<file path="config.mk">
export PLATFORM = sky130hd
export DESIGN_NAME = branch_flag_ctrl
export DESIGN_NICKNAME = d
export VERILOG_FILES = /design/src/rtl/cpu_pkg.sv /design/src/rtl/zero_detect.sv /design/src/rtl/branch_flag_ctrl.sv
export SDC_FILE = /design/constraint.sdc
export NUM_CORES = 1
export LEC_CHECK = 0
export CAP_MARGIN = 20
export CORE_MARGIN = 1
export CORE_UTILIZATION = 25
export CTS_CLUSTER_DIAMETER = 60
export DETAILED_ROUTE_END_ITERATION = 10
export PLACE_DENSITY_LB_ADDON = 0.12
export SYNTH_ARGS = -nofsm -noshare
export SYNTH_HDL_FRONTEND = slang
export SYNTH_SLANG_ARGS = --single-unit
</file>
<file path="constraint.sdc">
create_clock -name clk -period 5.5 [get_ports clk]
set_input_delay 0.825 -clock clk [delete_from_list [all_inputs] [get_ports clk]]
set_output_delay 0.825 -clock clk [all_outputs]
set_load 0.02 [all_outputs]
</file>
<file path="src/rtl/cpu_pkg.sv">
// Shared CPU types: branch kinds, ARM condition codes, the NZCV flag layout
// and the branch/flag controller state encoding.
package cpu_pkg;

   typedef enum logic [2:0] {
      BR_NONE  = 3'd0,
      BR_B     = 3'd1,
      BR_BCOND = 3'd2,
      BR_CBZ   = 3'd3,
      BR_CBNZ  = 3'd4
   } br_type_e;

   typedef enum logic [3:0] {
      C_EQ = 4'd0,  C_NE = 4'd1,  C_HS = 4'd2,  C_LO = 4'd3,
      C_MI = 4'd4,  C_PL = 4'd5,  C_VS = 4'd6,  C_VC = 4'd7,
      C_HI = 4'd8,  C_LS = 4'd9,  C_GE = 4'd10, C_LT = 4'd11,
      C_GT = 4'd12, C_LE = 4'd13, C_AL = 4'd14, C_NV = 4'd15
   } cond_e;

   typedef struct packed {
      logic n;
      logic z;
      logic c;
      logic v;
   } flags_t;

   typedef enum logic {
      ST_IDLE = 1'b0,
      ST_HOLD = 1'b1
   } bfc_state_e;

   // True when condition `cond` passes against flag set `f`.
   function automatic logic cond_holds(cond_e cond, flags_t f);
      logic gt;
      logic hi;
      logic r;
      gt = !f.z && (f.n == f.v);
      hi = f.c && !f.z;
      r  = 1'b1;
      case (cond)
         C_EQ: r = f.z;
         C_NE: r = !f.z;
         C_HS: r = f.c;
         C_LO: r = !f.c;
         C_MI: r = f.n;
         C_PL: r = !f.n;
         C_VS: r = f.v;
         C_VC: r = !f.v;
         C_HI: r = hi;
         C_LS: r = !hi;
         C_GE: r = (f.n == f.v);
         C_LT: r = (f.n != f.v);
         C_GT: r = gt;
         C_LE: r = !gt;
         C_AL: r = 1'b1;
         C_NV: r = 1'b1;
         default: r = 1'b1;
      endcase
      return r;
   endfunction

endpackage

</file>
<file path="src/rtl/zero_detect.sv">
// Wide zero detector: balanced tree of 4-input ORs, inverted at the root.
// The input is zero-padded up to the next power of four.
module zero_detect #(
   parameter int DATA_W = 64
) (
   input  logic [DATA_W-1:0] data,
   output logic              is_zero
);

   localparam int L = (DATA_W <= 4) ? 1 : ($clog2(DATA_W) + 1) / 2;
   localparam int P = 4 ** L;

   // Offset of tree level k inside the flat node vector (level 1 = leaves' parents).
   function automatic int level_off(int k);
      int s;
      s = 0;
      for (int j = 1; j < k; j++) s += P >> (2 * j);
      return s;
   endfunction

   localparam int NODES = level_off(L + 1);

   logic [P-1:0]     pad;
   logic [NODES-1:0] tree;

   assign pad = P'(data);

   for (genvar k = 1; k <= L; k++) begin : g_lvl
      for (genvar i = 0; i < (P >> (2 * k)); i++) begin : g_node
         if (k == 1) begin : g_leaf
            assign tree[level_off(1) + i] = |pad[4*i +: 4];
         end else begin : g_inner
            assign tree[level_off(k) + i] = |tree[level_off(k-1) + 4*i +: 4];
         end
      end
   end

   assign is_zero = ~tree[NODES-1];

endmodule

</file>
<file path="src/rtl/branch_flag_ctrl.sv">
// NZCV flag register plus ID-stage branch resolution, with a one-cycle
// B.cond interlock when the flags it needs are still being produced in EX.
module branch_flag_ctrl
   import cpu_pkg::*;
#(
   parameter int DATA_W = 64,
   parameter int CNT_W  = 32
) (
   input  logic              clk,
   input  logic              reset_n,
   input  logic              ex_valid,
   input  logic              ex_setflags,
   input  logic [DATA_W-1:0] ex_result,
   input  logic              ex_carry,
   input  logic              ex_overflow,
   input  logic              id_valid,
   input  logic [2:0]        id_br_type,
   input  logic [3:0]        id_cond,
   input  logic [DATA_W-1:0] id_rt_val,
   input  logic              id_rt_hazard,
   output logic              stall,
   output logic              br_taken,
   output logic [3:0]        flags_q,
   output logic [CNT_W-1:0]  br_cnt,
   output logic [CNT_W-1:0]  taken_cnt,
   output logic [CNT_W-1:0]  stall_cnt
);

   bfc_state_e state_q, state_d;
   flags_t     flags_r;
   br_type_e   br_type;
   cond_e      cond;

   logic ex_zero;
   logic rt_zero;
   logic flag_we;
   logic stall_c;
   logic resolve;
   logic taken_c;
   logic counted;

   assign br_type = br_type_e'(id_br_type);
   assign cond    = cond_e'(id_cond);
   assign flag_we = ex_valid && ex_setflags;
   assign flags_q = flags_r;

   zero_detect #(.DATA_W(DATA_W)) u_ex_zero (
      .data    (ex_result),
      .is_zero (ex_zero)
   );

   zero_detect #(.DATA_W(DATA_W)) u_rt_zero (
      .data    (id_rt_val),
      .is_zero (rt_zero)
   );

   always_ff @(posedge clk) begin
      if (!reset_n) begin
         state_q <= ST_IDLE;
      end else begin
         state_q <= state_d;
      end
   end

   // HOLD always lasts one cycle: its bubble cannot write flags, so the
   // B.cond held in ID sees final flags_q there.
   always_comb begin
      state_d = state_q;
      stall_c = 1'b0;
      resolve = 1'b0;
      case (state_q)
         ST_IDLE: begin
            if (id_valid && (br_type == BR_BCOND) && flag_we) begin
               stall_c = 1'b1;
               state_d = ST_HOLD;
            end else if (id_valid && ((br_type == BR_CBZ) || (br_type == BR_CBNZ))
                         && id_rt_hazard) begin
               stall_c = 1'b1;
            end else begin
               resolve = id_valid;
            end
         end
         ST_HOLD: begin
            state_d = ST_IDLE;
            resolve = id_valid;
         end
         default: state_d = ST_IDLE;
      endcase
   end

   always_comb begin
      taken_c = 1'b0;
      counted = 1'b0;
      case (br_type)
         BR_B: begin
            taken_c = 1'b1;
            counted = 1'b1;
         end
         BR_BCOND: begin
            taken_c = cond_holds(cond, flags_r);
            counted = 1'b1;
         end
         BR_CBZ: begin
            taken_c = rt_zero;
            counted = 1'b1;
         end
         BR_CBNZ: begin
            taken_c = !rt_zero;
            counted = 1'b1;
         end
         default: begin
            taken_c = 1'b0;
            counted = 1'b0;
         end
      endcase
   end

   assign stall    = reset_n && stall_c;
   assign br_taken = reset_n && resolve && taken_c;

   always_ff @(posedge clk) begin
      if (!reset_n) begin
         flags_r <= '0;
      end else if (flag_we) begin
         flags_r <= '{n: ex_result[DATA_W-1], z: ex_zero, c: ex_carry, v: ex_overflow};
      end
   end

   always_ff @(posedge clk) begin
      if (!reset_n) begin
         br_cnt    <= '0;
         taken_cnt <= '0;
         stall_cnt <= '0;
      end else begin
         if (resolve && counted) br_cnt    <= br_cnt + CNT_W'(1);
         if (br_taken)           taken_cnt <= taken_cnt + CNT_W'(1);
         if (stall)              stall_cnt <= stall_cnt + CNT_W'(1);
      end
   end

endmodule
</file>
After elaboration in Yosys (flattened, before gate mapping)
Cells that the tools add are included.
W data, S select, Z words.
- muxes and demuxes: 11
- $lt $le $gt $ge: 0
- multipliers: 0
- bitwise gates (word level): 3
- div/mod/pow operators: 0
- add/sub/neg operators: 3
- eq/ne operators: 21
- shifts and indexed selects: 0
- reductions and logical operators: 23
- operator list (kind ; count):
    $reduce_or A64 Y1 ; 2
    $add A32 B1 Y32 const B ; 3
    $eq A4 B4 Y1 const B ; 8
    $eq A4 B3 Y1 const B ; 4
    $pmux W1 S15 ; 1
    $logic_and A1 B1 Y1 ; 11
    $eq A4 B2 Y1 const B ; 2
    $mux W1 ; 7
    $eq A3 B2 Y1 const B ; 2
    $logic_not A1 Y1 ; 6
    $eq A4 B1 Y1 const B ; 1
    $logic_not A4 Y1 ; 1
    $pmux W1 S2 ; 2
    $pmux W1 S4 ; 1
    $reduce_or A4 Y1 ; 1
    $eq A3 B1 Y1 const B ; 1
    $eq A3 B3 Y1 const B ; 1
    $not A1 Y1 ; 3
    $reduce_or A2 Y1 ; 1
    $eq A1 B1 Y1 ; 1
    $logic_or A1 B1 Y1 ; 1
    $ne A1 B1 Y1 ; 1
- bits in writable memories: 0
- bits of input ports: 143
- flip-flop bits (word level): 101
- output and inout bits: 102
- logic and storage cells: 69
- memories kept: 0
- memory bits (read-only): 0
- latch bits: 0

Logic depth before layout (Yosys ltp)
Gate-level depths: netlist of the first run.
- depth after elaboration: 9
- gate-level depth with buffers: 9
- depth with buffers taken out: 7

Modules after synthesis
From an unflattened synthesis of the first run, not the netlist that was laid out.
- cell total of the unflattened synthesis: 690
- area, all modules: 5519.0 µm²
- by module, submodules not included (module ; area an instance (µm²) ; cells an instance ; times used ; seq. area each (µm²)):
    branch_flag_ctrl ; 5231.3 ; 648 ; 1 ; 2021.9
    zero_detect ; 143.9 ; 21 ; 2 ; 0.0

Worst setup path after synthesis of the first run
Ideal clock, no wire load.
- kind: input to output
- start point: in id_cond[3]
- end point: out br_taken
- data required time: 4.675 ns
- slack: 2.233 ns
- stages on the path: 7
- arrival time: 2.442 ns
- buffers on the path: 2
- path through: clkbuf_1 o21ai_0 xnor2_1 or3_1 a41o_1 buf_2 a21oi_1
- word-level cells in the longest chain between the ends: 5
- elaborated cells on any way between the ends: 20
- classes of those cells: 15 x eq/ne; 2 x mux; 3 x reduce/logical
- ends and longest elaborated chain (item ; RTL line ; text):
    start: declaration ; branch_flag_ctrl.sv:18 ; input logic [3:0] id_cond,
    $eq A4 B4 Y1 ; cpu_pkg.sv:40 ; case (cond)
    $reduce_or A2 Y1 (no line) ; - ;
    $pmux W1 S15 * ; cpu_pkg.sv:40 ;
    $pmux W1 S4 * ; branch_flag_ctrl.sv:94 ; case (br_type)
    $logic_and A1 B1 Y1 * ; branch_flag_ctrl.sv:119 ; assign br_taken = reset_n && resolve && taken_c;
    end: declaration ; branch_flag_ctrl.sv:22 ; output logic br_taken,
Every way passes the cells marked *; elsewhere a longest branch is shown, timed or not.

Final worst setup path of the first run
- start point: in id_rt_val[14]
- end point: out br_taken
- word-level cells in the longest chain between the ends: 4
- ends and longest elaborated chain (item ; RTL line ; text):
    start: declaration ; branch_flag_ctrl.sv:19 ; input logic [DATA_W-1:0] id_rt_val,
    $reduce_or A64 Y1 * ; zero_detect.sv:33 ; assign tree[level_off(k) + i] = |tree[level_off(k-1) + 4*i +: 4];
    $not A1 Y1 ; zero_detect.sv:38 ; assign is_zero = ~tree[NODES-1];
    $pmux W1 S4 * ; branch_flag_ctrl.sv:94 ;
    $logic_and A1 B1 Y1 * ; branch_flag_ctrl.sv:119 ;
Marks and branches as above.

==> results of run 1 <==
## cells in the mapped netlist, types with 3 or more instances
cell / count / area [µm²]
dfxtp_1: 101 / 2022
nand2_1: 75 / 281.5
nor2_1: 68 / 255.2
a21oi_1: 43 / 215.2
xnor2_1: 42 / 367.9
nor4_1: 39 / 244.0
mux2i_1: 32 / 320.3
nand2b_1: 28 / 175.2
nand3_1: 28 / 140.1
nand4_1: 25 / 156.4
nor3_1: 24 / 120.1
clkbuf_1: 18 / 67.56
inv_1: 18 / 67.56
o21ai_0: 16 / 80.08
xor2_1: 15 / 131.4
and3_1: 13 / 81.33
buf_2: 13 / 65.06
and2_1: 11 / 68.82
or3_1: 9 / 56.30
and4_1: 7 / 61.31
ha_1: 3 / 37.54
nand3b_1: 3 / 22.52
nand4_4: 3 / 63.81
nor3_2: 3 / 30.03
nor3b_1: 3 / 22.52
o21ai_1: 3 / 15.01
## area by class of cell
type	instances	share of cell area (%)
clock inverter	7	0.6037
clock buffer	9	2.651
tap	280	4.123
timing repair buffer	249	29.13
inverter	19	0.8393
multi-input combinational	532	38.86
sequential	101	23.80
## where the power goes
group          switching (mW)  internal, mW
Sequential            0.00583         0.734
Combinational          0.0678         0.114
Clock                   0.304         0.309
Total                   0.378          1.16
## flip-flops by register name, summed over array words and instances (netlist names)
name / count
br_cnt: 32
flags_q: 4
stall_cnt: 32
taken_cnt: 32
state_q: 1
## placed cells by master, fill, tap and decap left out, types with 16 or more instances in the layout
master	instances
a21oi_1	43
clkdlybuf4s50_1	243
dfxtp_1	101
inv_1	18
mux2i_1	32
nand2_1	75
nand2b_1	28
nand3_1	28
nand4_1	25
nor2_1	68
nor3_1	24
nor4_1	39
o21ai_0	16
xnor2_1	42
## worst paths after layout
path / startpoint / to / slack (ps) / cells past startpoint
min reg2reg: taken_cnt[31]$_SDFFE_PN0P_ / taken_cnt[31]$_SDFFE_PN0P_ / 480 / 2
max reg2reg: br_cnt[4]$_SDFFE_PN0P_ / br_cnt[31]$_SDFFE_PN0P_ / 2970 / 7
max: id_rt_val[14] / br_taken / 1190 / 8
min: taken_cnt[31]$_SDFFE_PN0P_ / taken_cnt[31]$_SDFFE_PN0P_ / 480 / 2
## cell families after synthesis
group                    count (synthesis)
AO/OA/AOI/OAI                           82
multiplexers                            32
AND/OR/NAND/NOR                        358
adder cells (fa/ha/maj)                  3
buffers and inverters                   51
flip-flops                             101
XOR/XNOR                                57
## per-stage QoR
step	std cells	utilization, %
after floorplan	684	-
after global placement	1181	37.78
after detailed placement	1181	37.78
after CTS	1197	39.06
after global routing	1197	39.06
final	1197	39.06
## layer usage
layer | vias to the layer above | part of all wire (%) | wire length (µm)
li1 | 2886 | - | -
met1 | 2601 | 48 | 8756
met2 | 119 | 46 | 8431
met5 | - | 0 | 0
met4 | 0 | 1.3 | 240
met3 | 16 | 5.3 | 977
## worst reg2reg max path, stage by stage (launching register included)
cell     delay [ps]
dfxtp_1         450
nand4_4         190
or2_1           290
nor3_2          200
nand4_1         540
nor4_1          520
xnor2_1         160
nor2_1           50
==> impl_results.md, run 1 <==
* Routed length per instance at ~15 µm
* Xor/xnor share of the synthesized area at a little under a tenth
* CTS tree: built
* Hold Path Class: reg2reg
* Final period utilization at roughly four fifths
* # setup viols final at 0
* Grt ovf at 0
* Worst Hold Slack at between 400 and 500 ps
* Maximum clock path buffer count at 2
* Final worst slack at around 1200 ps
* Post-CTS sizing at 0
* GRT met2 Usage at a little over a quarter
* Syn-to-layout area delta at 53.71%
* DRT antenna net count at 0
* Mux cell area share after synthesis at 5.794%
* Num rows at 54
* Crit-path cells: clkdlybuf4s50_1, nor4_1, nand4_1, nor4_1, o211a_1, o21ai_2, a21oi_1, clkdlybuf4s50_1
* Diode count at 0
* Asr flop ratio synth at 0%
* Synth warnings at 0
* RSZ-0062 raised after global routing: false
* Residual DRC count at 0
* Syn Nets at 830
* Detailed Route Iter0 Violations at about 180
* Yosys cell types at 57
* Die height at between 150 and 200 µm
* Met1 usage at between 20% and 30%
* Worst clock skew at between 10 and 15 ps
* DR vias at 5622
* Pins over their slew limit at 0
* Layout cell share with drive strength beyond 1 at under 10%
* Cell family with most CP delay: buffers and inverters
* CTS Buf Count at 9
* Largest net degree at the start of global routing at 63
* Nets at ~1.1k
* Post-Syn Area per Cell at between 8 and 9 µm²
* First-pass GRT wire length at roughly 29000 µm
* Simple-Gate Fraction of Synth Area at between 30% and 40%
* Skew-Pair Late Insertion Delay at approximately 350 ps
* Worst slack at placement at approximately 1100 ps
* Setup_tns at 0 ps
* Slowest CP cell: clkdlybuf4s50_1
* Slew headroom at between 50% and 60%
* Finished Cell Area at 8497 µm²
* Vias in the first global route at between 5k and 6k
* Post-synthesis compound-gate area fraction at under 10%
* CTS Hold Bufs at 0
* Adder-cell area share of the yosys netlist at less than 1%
* Run status: completed
* FF+latch count, synth at between 100 and 150
* Cell Area, Synth at 5528 µm²
* DPL Wire Length at 13860 µm
* H-tree levels at 3
* CP max stage delay at between 600 and 700 ps
* Post-synthesis sequential area ratio at 36.58%
* Footprint of the multi-input gates at ~3300 µm²
* CP Launch Type: input port
* Placeable Area at between 20000 and 25000 µm²
* Worst vdd ir at approximately 0.12 mV
* Die width at approximately 150 µm
* Worst setup EP type: output pin
* Power per cell area at 180.6 nW/µm²
* Leakage at ~2.7 nW
* # IOs at ~250
* Port bufs at roughly 240
* Area of placed instances at between 8000 and 9000 µm²
* Tmin final at ~4300 ps
* Total Power at 1.535 mW
* Tot GR Track Use at 16.56%
* Fill cell count at about 2.2k
* Slew @ Worst Pin at about 740 ps
* Crit-path max FO at 2
* Via/cell ratio at approximately 4.7
* Mapped Cells at slightly below 700
* Hold Vio Cnt, Final at 0
* Met3 Use GR at roughly 4.4%
* Worst Setup Path Type: in2out
* Die area at approximately 23000 µm²
* CTS Sinks at approximately 100
* RePlAce Congestion at 0.7588
* Crit path buf inv count at 2
* Max cap viols at 0
* Reg clk slew, reported paths at 70 ps
* Top Usage Layer GRT: met2
* Setup bufs post-CTS at 0
* First-pass DRT Iterations at 4
* Initial Util at around a quarter
* Critical path arrival at between 3000 and 4000 ps
* Routed WL at roughly 18000 µm
* Initial antenna violation count at 1
* Post-synth top flop: dfxtp_1
* Register area at 2022 µm²
* EDFF count, synth at 0
* Largest family of logic cells by synthesized area: simple AND/OR/NAND/NOR gates
* CTS root buf: clkbuf_16
* F_max at roughly 0.23 GHz
* Worst EP required at 4680 ps
Note: power is estimated with default switching activity, not from simulation.
==> run 2: changes to the inputs <==
clock period = 3.45 ns   (was 5.5 ns; I/O delays follow)
==> run 2 against run 1 <==
Critical path depth stayed put; sequential power is 59% higher; clock-buffer cell count is 1 higher; worst setup slack worse by 830 ps.
==> impl_results.md, run 2 (same netlist as run 1, synthesis figures left out) <==
* Skew-Pair Late Insertion Delay at 350 ps (about the same)
* CTS Hold Bufs at 0 (unchanged)
* Port bufs at 244 (unchanged)
* Setup bufs post-CTS at 0 (unchanged)
* F_max at 0.3236 GHz
* CTS Buf Count at 9 (unchanged)
* Fill cell count at 2232 (-0.62%)
* Crit-path max FO at 2 (unchanged)
* Initial Util at 25.41% (unchanged)
* Slew @ Worst Pin at 811.1 ps (+74.85 ps)
* CTS root buf: clkbuf_16
* Post-CTS sizing at 0 (unchanged)
* Largest net degree at the start of global routing at 72 (+14%)
* Finished Cell Area at 8551 µm² (+0.63%)
* CTS tree: built
* Routed length per instance at 15.37 µm (about the same)
* Commonest non-fill, non-tap cell in the layout: clkdlybuf4s50_1
* Commonest non-fill, non-tap cells in the layout: clkdlybuf4s50_1, dfxtp_1, nand2_1
* Worst reg2reg endpoint: br_cnt[31]$_SDFFE_PN0P_
* Crit path from: id_rt_val[46]
* Maximum clock path buffer count at 2 (unchanged)
* RR Startpoint: br_cnt[4]$_SDFFE_PN0P_
* Register share of total power at 47.2% (-1.0 points)
* Nets at 1063 (+0.47%)
* Vias in the first global route at 5376 (+0.35%)
* Worst vdd ir at 0.2175 mV (+81%)
* Via/cell ratio at 4.667 (-0.62%)
* Tot GR Track Use at 16.58% (+0.025 points)
* Critical path destination: br_taken
* Setup_tns at 0 ps (unchanged)
* R2r setup slk at 940 ps (-2030 ps)
* # setup viols final at 0 (unchanged)
* Max cap viols at 0 (unchanged)
* P_sw at 0.5822 mW (+54%)
* Die height at 150.7 µm (unchanged)
* Worst EP required at 2930 ps (-1750 ps)
* Initial antenna violation count at 2 (+1)
* Die width at 150.7 µm (unchanged)
* DPL Wire Length at 13880 µm (+0.19%)
* Tmin final at between 3000 and 4000 ps
* Layout cell share with drive strength beyond 1 at 4.989% (+0.52 points)
* Final period utilization at ~90%
* RSZ-0062 raised after global routing: false
* Routed WL at 18500 µm (+0.49%)
* H-tree levels at 3 (unchanged)
* Comb pwr share at 11.6% (-0.2 points)
* Pins over their slew limit at 0 (unchanged)
* Area of placed instances at 8255 µm² (+0.43%)
* CTS Sinks at 101 (unchanged)
* First-pass DRT Iterations at 4 (unchanged)
* Largest regs: br_cnt (32), stall_cnt (32), taken_cnt (32)
* Total Power at 2.497 mW (+63%)
* Internal cell power at 1.914 mW (+66%)
* DR vias at 5615 (-0.12%)
* CP Launch Type: input port
* Utilization after layout at 39.30% (+0.25 points)
* Residual DRC count at 0 (unchanged)
* Net Sw Frac at 23.32% (-1.3 points)
* Hold Path Class: in2reg
* Power per cell area at 292.0 nW/µm² (+62%)
* Reg clk slew, reported paths at 70 ps (about the same)
* Num rows at 54 (unchanged)
* Worst Setup Path Type: in2out
* Clk pwr share at 41.2% (+1.2 points)
* Hold Vio Cnt, Final at 0 (unchanged)
* Critical path arrival at 2570 ps (-920 ps)
* Run status: completed
* # IOs at 245 (unchanged)
* RePlAce Congestion at 0.8123 (+7.1%)
* Leakage at 2.780 nW (+1.2%)
* Worst clock skew at 9.643 ps (-0.5444 ps)
* Grt ovf at 0 (unchanged)
* R2R depth at 7 (unchanged)
* DRT antenna net count at 0 (unchanged)
* Syn-to-layout area delta at 54.69%
* Slew headroom at 45.93% (-4.9 points)
* Placeable Area at 21760 µm² (unchanged)
* Detailed Route Iter0 Violations at 223 (+27%)
* Worst setup EP type: output pin
* First-pass GRT wire length at 29280 µm (+0.47%)
* Die area at 22710 µm² (unchanged)
-- run 2: worst min-delay path by stage --
| stage | startpoint | end | depth (start not counted) |
|---|---|---|---|
| 6_report | reset_n | state_q$_SDFF_PP0_ | 3 |
| 3_3_place_gp | taken_cnt[31]$_SDFFE_PN0P_ | taken_cnt[31]$_SDFFE_PN0P_ | 2 |
| 5_1_grt | reset_n | state_q$_SDFF_PP0_ | 3 |
| 4_1_cts | reset_n | state_q$_SDFF_PP0_ | 3 |
| 3_5_place_dp | taken_cnt[31]$_SDFFE_PN0P_ | taken_cnt[31]$_SDFFE_PN0P_ | 2 |
| 2_1_floorplan | taken_cnt[31]$_SDFFE_PN0P_ | taken_cnt[31]$_SDFFE_PN0P_ | 2 |
-- run 2: per-layer routing --
layer	share of wire [%]	GRT usage, %	vias to the layer above	routed length [µm]
li1	-	-	2890	-
met1	47	21.74	2575	8655
met2	45	25.76	122	8258
met3	6.4	4.939	28	1175
met4	2.2	5.600	0	406
met5	0	0	-	0
-- run 2: power groups by stage --
| stage | Sequential (mW) | Clock [mW] | Combinational, mW |
|---|---|---|---|
| finish | 1.18 | 1.03 | 0.290 |
| CTS | 1.18 | 1.07 | 0.293 |
| global placement | 1.21 | 0 | 0.291 |
| floorplan | 1.21 | 0 | 0.0861 |
| global route | 1.18 | 1.12 | 0.315 |
| detailed placement | 1.21 | 0 | 0.291 |
-- run 2: cell type report --
class	instances	area, µm²	area share, %
Antenna cell	1	2.502	0.02927
Clock buffer	10	229.0	2.678
Clock inverter	6	63.81	0.7463
Inverter	19	71.32	0.8341
Multi-Input combinational cell	532	3302	38.62
Sequential cell	101	2022	23.65
Tap cell	280	350.3	4.097
Timing Repair Buffer	254	2510	29.35
-- run 2: critical path, stage by stage --
cell	delay, ps
clkdlybuf4s50_1	400
nor4_1	380
nand4_1	170
nor4_1	440
nor2_1	130
o21ai_2	240
a21oi_1	90
buf_4	200
-- run 2: through the flow --
stage / setup slack, ps / std cells / hold slack [ps]
after floorplan: 797.9 / 684 / 540.5
after global placement: 289.6 / 1186 / 460.9
after detailed placement: 282.7 / 1186 / 463.0
after CTS: 281.1 / 1202 / 450.8
after global routing: 185.6 / 1202 / 481.9
final: 359.7 / 1203 / 464.7
